File: src/rtl/gate_input_debounce.sv
`default_nettype none
// ============================================================================
// Module   : gate_input_debounce
// Brief    : Synchronizes and debounces raw switch levels feeding m/n/u/v,
//            with one-cycle rise/fall pulses and an all-settled flag.
// Revision : 1.0 - initial release
// ============================================================================
module gate_input_debounce #(
    parameter int WIDTH   = 4,
    parameter int CNT_MAX = 50000,
    parameter int CNT_W   = 16
) (
    input  logic             clk,
    input  logic             rst,
    input  logic [WIDTH-1:0] sw_in,
    output logic [WIDTH-1:0] sw_out,
    output logic [WIDTH-1:0] rise,
    output logic [WIDTH-1:0] fall,
    output logic             stable
);

    // Terminal count: a mismatch seen on this count is accepted on the same edge.
    localparam logic [CNT_W-1:0] c_last = CNT_W'(CNT_MAX - 1);

    logic [WIDTH-1:0] r_sync1;
    logic [WIDTH-1:0] r_sync2;

    always_ff @(posedge clk or posedge rst) begin
        if (rst) begin
            r_sync1 <= '0;
            r_sync2 <= '0;
        end else begin
            r_sync1 <= sw_in;
            r_sync2 <= r_sync1;
        end
    end

    genvar i;
    generate
        for (i = 0; i < WIDTH; i++) begin : g_chan
            logic [CNT_W-1:0] r_cnt;
            logic             r_out;
            logic             r_rise;
            logic             r_fall;

            always_ff @(posedge clk or posedge rst) begin
                if (rst) begin
                    r_cnt  <= '0;
                    r_out  <= 1'b0;
                    r_rise <= 1'b0;
                    r_fall <= 1'b0;
                end else begin
                    r_rise <= 1'b0;
                    r_fall <= 1'b0;
                    // Any return to the accepted level discards the partial count.
                    if (r_sync2[i] == r_out) begin
                        r_cnt <= '0;
                    end else if (r_cnt == c_last) begin
                        r_cnt  <= '0;
                        r_out  <= r_sync2[i];
                        r_rise <= r_sync2[i];
                        r_fall <= ~r_sync2[i];
                    end else begin
                        r_cnt <= r_cnt + CNT_W'(1);
                    end
                end
            end

            assign sw_out[i] = r_out;
            assign rise[i]   = r_rise;
            assign fall[i]   = r_fall;
        end
    endgenerate

    assign stable = (r_sync2 == sw_out);

endmodule
`default_nettype wire
File: config.mk
export PLATFORM = sky130hd
export DESIGN_NAME = gate_input_debounce
export DESIGN_NICKNAME = d
export VERILOG_FILES = /design/src/rtl/gate_input_debounce.sv
export SDC_FILE = /design/constraint.sdc
export NUM_CORES = 1
export LEC_CHECK = 0
export ABC_AREA = 0
export BUFFER_PORTS_ARGS = -buffer_cell sky130_fd_sc_hd__buf_2
export CAP_MARGIN = 20
export CORE_MARGIN = 1.5
export CORE_UTILIZATION = 50
export CTS_BUF_LIST = sky130_fd_sc_hd__clkbuf_8
export DETAILED_ROUTE_END_ITERATION = 8
export GPL_TIMING_DRIVEN = 0
export PLACE_DENSITY = 0.75
export SYNTH_ARGS = -nofsm -noshare
export SYNTH_HDL_FRONTEND = slang
export SYNTH_SLANG_ARGS = --single-unit
export TNS_END_PERCENT = 10
File: constraint.sdc
create_clock -name clk -period 2.8 [get_ports clk]
set_input_delay 0.14 -clock clk [delete_from_list [all_inputs] [get_ports clk]]
set_output_delay 0.14 -clock clk [all_outputs]
set_load 0.005 [all_outputs]
-- Yosys cells after proc, flatten, opt, wreduce, memory -nomap -nowiden
Cells that the tools add are included.
- bits in registers: 84
- input port bits: 6
- output and inout bits: 13
- word-level logic and storage cells: 67
- add/subtract/negate cells: 4
- equal/unequal tests: 9
- multiplexer cells: 24
- bitwise gates (word level): 8
- reductions and logical operators: 4
- operator list (cell ; count):
    16-bit two-way mux ; 8
    16-bit by 1-bit adder with 16-bit output (second input constant) ; 4
    16-bit equality test (second input constant) ; 4
    1-bit two-way mux ; 16
    1-bit inverter ; 8
    2-bit AND reduction ; 4
    1-bit equality test ; 4
    4-bit equality test ; 1

-- Logic depth before layout (Yosys ltp)
- depth after elaboration: 3
- mapped depth: 6
- depth with buffers taken out: 5

-- Worst setup path after synthesis
OpenSTA, ideal clock, no wires.
- kind: register to register
- start: register g_chan[2].r_cnt[0]
- end: register g_chan[2].r_out
- arrival: 1.582 ns
- data required time: 2.675 ns
- setup slack: 1.093 ns
- cell stages (with the launch flop): 5
- path buffers: 0
- clock period less this slack: 1.707 ns
- path through: dfrtp_1 -> ha_1 -> nand4_1 -> or4_4 -> mux2_4
- cells in the longest elaborated chain, start to end: 2
- RTL lines (what ; line ; source):
    start: declaration ; 41 ; logic [CNT_W-1:0] r_cnt;
    start signal: assignment ; 64 ; r_cnt <= r_cnt + CNT_W'(1);
    16-bit equality test ; 58 ; end else if (r_cnt == c_last) begin
    2-bit AND reduction (no line) ; n/a ;
    end signal: assignment ; 60 ; r_out <= r_sync2[i];
    end: declaration ; 42 ; logic r_out;
No other way between the ends.
A chain may end at the register's enable or synchronous reset.

-- Worst setup path after layout
- start: register g_chan[0].r_cnt[0]
- end: register g_chan[0].r_cnt[14]
- cells in the longest elaborated chain, start to end: 3
- RTL lines (what ; line ; source):
    start: declaration ; 41 ;
    start signal: assignment ; 64 ;
    16-bit by 1-bit adder with 16-bit output or 16-bit equality test (tied branches) ; 64, 58 ;
    16-bit two-way mux * ; 58 ;
    16-bit two-way mux * ; 56 ; if (r_sync2[i] == r_out) begin
Every way passes the cells marked *; elsewhere a longest branch is shown, timed or not.

==> flow_summary.ini <==
[min_path]
min_path_type = in2async

[worst_setup_path]
critPathMaxStageDelay_ns = 0.41
endpoint_kind = flip-flop
worstSetupPathType = reg2reg
worst-path-buf-inv = 1
cp_slowest_cell = nand4b_1
critPathTopFamily = simple AND/OR/NAND/NOR gates
crit_path_start_kind = flip-flop
path_cells = ha_1 > nand3_1 > nand4b_1 > nand2_1 > buf_2 > nor2_1
cp.arrival_ns = 2.16
cp_max_fo = 10
worst-endpoint-required_ns = 3.04

[floorplan]
num_rows = 31
coreArea_um2 = 7370
die_area_um2 = 8260
ioPinCount = 19
initial_core_util = 0.524
die_y_um = 90.9
die_x_um = 90.9

[timing]
fin_crit_sh = 0.687
worst_pin_slew_ns = 0.389
finalCriticalPeriod_ns = 1.92
finalWorstSetupSlack_ns = 0.876
report.final.slew_viol_count = 0
fmax_mhz = 520
rsz0062_at_grt = no
finalHoldViolations = 0
slew_headroom = 0.738
hold_ws_ns = 0.319
setup_viol = 0
fin_skew_ns = 0.00554

[synth]
yosysWarnings = 0
yosysSeqAreaShare = 0.544
synthCells = 363
synth_edf_count = 0
synthFlopType = dfrtp_1
async_flop_share = 1.00
ys_ff_latch = 84
synth_cell_types = 32
synth_area_per_cell_um2 = 10.6
synth_area_um2 = 3860
synth_fp_nets = 373

[placed_design]
gp_congestion = 0.857
place_ws_ns = 0.860
placed_area_um2 = 4110
dp_hpwl_um = 4570
portBuffers = 18

[global_routing]
grt_overflow = 0
first_global_vias = 2591
grt_max_degree = 58
grt_util_all_layers = 0.183
antenna_found_initial = 0
grt_first_pass_wirelength_um = 12000

[cts]
cts_buffer_depth = 2
cts_tree = built
numCtsBuffers = 9
path_clk_slew_ns = 0.08
cts.sinks = 84
clk-insertion-delay-late_ns = 0.35
htreeDepth = 3
postCtsResizedCells = 0
cts-root-buf = clkbuf_8

[power_and_ir_drop]
max-vdd-ir-drop_mv = 0.391
total_leakage_power_nw = 1.83
power_density_nw_per_um2 = 494
power_mw = 2.15

[layout]
layout-drive-gt1-share = 0.146
final_cell_area_um2 = 4340
areaGrowthSynthToFinish_pct = 12.4
layout_commonest_cell = dfrtp_1
final_core_util = 0.589
final_nets = 408
antenna_cells = 0
final_cell_mix = 84 x dfrtp_1, 70 x nor2_1, 49 x xnor2_1

[route]
drcViolationCount = 0
drt_iter0_markers = 110
vias = 2584
routedWlPerCell_um = 13.1
firstDrtPassIters = 4
drtAntennaViolNets = 0
drt_wl_total_um = 6590
avgViaCountPerCell = 5.15

[job]
cap_violations = 0

[run_status]
status = completed
[metal layers]
| metal | GRT usage | part of all wire |
|---|---|---|
| met1 | 0.242 | 0.49 |
| met2 | 0.285 | 0.47 |
| met3 | 0.0564 | 0.033 |
| met4 | 0.0638 | 0.012 |
| met5 | 0 | 0 |
[logic make-up (layout without fill, tap and decap cells)]
kind of cell | count (synthesis) | count (layout) | share of synthesized area
AO/OA/AOI/OAI | 2 | 2 | 0.00324
XOR/XNOR | 59 | 59 | 0.134
adder cells (fa/ha/maj) | 4 | 4 | 0.0130
buffers and inverters | 28 | 68 | 0.0418
flip-flops | 84 | 84 | 0.544
multiplexers | 4 | 4 | 0.0126
AND/OR/NAND/NOR | 182 | 182 | 0.251
[final timing paths]
kind / from / end / slack, ns / cells past startpoint
max in group asynchronous: rst / g_chan[3].r_cnt[3]$_DFF_PP0_ / 1.90 / 4
worst min-delay path: rst / g_chan[3].r_out$_DFFE_PP0P_ / 0.32 / 3
worst max-delay path: g_chan[0].r_cnt[0]$_DFF_PP0_ / g_chan[0].r_cnt[14]$_DFF_PP0_ / 0.88 / 6
worst min register to register: r_sync1[2]$_DFF_PP0_ / r_sync2[2]$_DFF_PP0_ / 0.35 / 0
min in group clk: r_sync1[2]$_DFF_PP0_ / r_sync2[2]$_DFF_PP0_ / 0.35 / 0
worst max register to register: g_chan[0].r_cnt[0]$_DFF_PP0_ / g_chan[0].r_cnt[14]$_DFF_PP0_ / 0.88 / 6
[power breakdown]
group / switching [mW] / total, mW / leakage [nW] / internal (mW)
registers: 0.0197 / 1.25 / 1.15 / 1.23
clock network: 0.411 / 0.812 / 0.0990 / 0.401
logic: 0.0518 / 0.0821 / 0.589 / 0.0304
[sequential cells by signal, indices dropped and copies added (netlist names)]
| name | cells |
|---|---|
| g_chan.r_cnt | 64 |
| g_chan.r_fall | 4 |
| g_chan.r_out | 4 |
| g_chan.r_rise | 4 |
| r_sync1 | 4 |
| r_sync2 | 4 |
[cells in the mapped netlist (all sizes together), types with 4 or more instances]
| cell | number | area [um^2] |
|---|---|---|
| and3 | 6 | 37.5 |
| nor4 | 15 | 93.8 |
| nor4bb | 5 | 50.1 |
| buf | 16 | 116 |
| nor3b | 8 | 60.1 |
| inv | 12 | 45.0 |
| mux2 | 4 | 48.8 |
| nor3 | 15 | 75.1 |
| xnor2 | 49 | 429 |
| nand2 | 15 | 63.8 |
| nand4 | 15 | 100 |
| dfrtp | 84 | 2100 |
| xor2 | 10 | 87.6 |
| nor2 | 70 | 263 |
| ha | 4 | 50.1 |
| nand3 | 22 | 123 |
[timing repair]
item	CTS	global route
buffers inserted	0	0
hold buffers	5	0
endpoints found under the hold margin	31	0
[final cells by class]
type | count | area (um^2)
plain buffers | 16 | 116
clock buffers | 9 | 124
clock inverters | 7 | 61.3
fillers | 625 | 3030
inverters | 12 | 47.5
multi-input cells | 251 | 1600
flip-flops and latches | 84 | 2100
well taps | 99 | 124
repair buffers | 24 | 168
[worst register-to-register path: cells and delay by family, from the launching register on]
family	cells	cell delay [ns]
DFF	1	0.40
buffers and inverters	1	0.24
adders and majority gates	1	0.21
and+or+nand+nor	4	0.96
[per-stage QoR]
stage                     setup TNS [ns]  cells
after floorplan                        0    363
after detailed placement               0    481
final                                  0    502
after global placement            -33.71    480
after CTS                              0    502
after global routing                   0    502
Note: power is estimated with default switching activity, not from simulation.
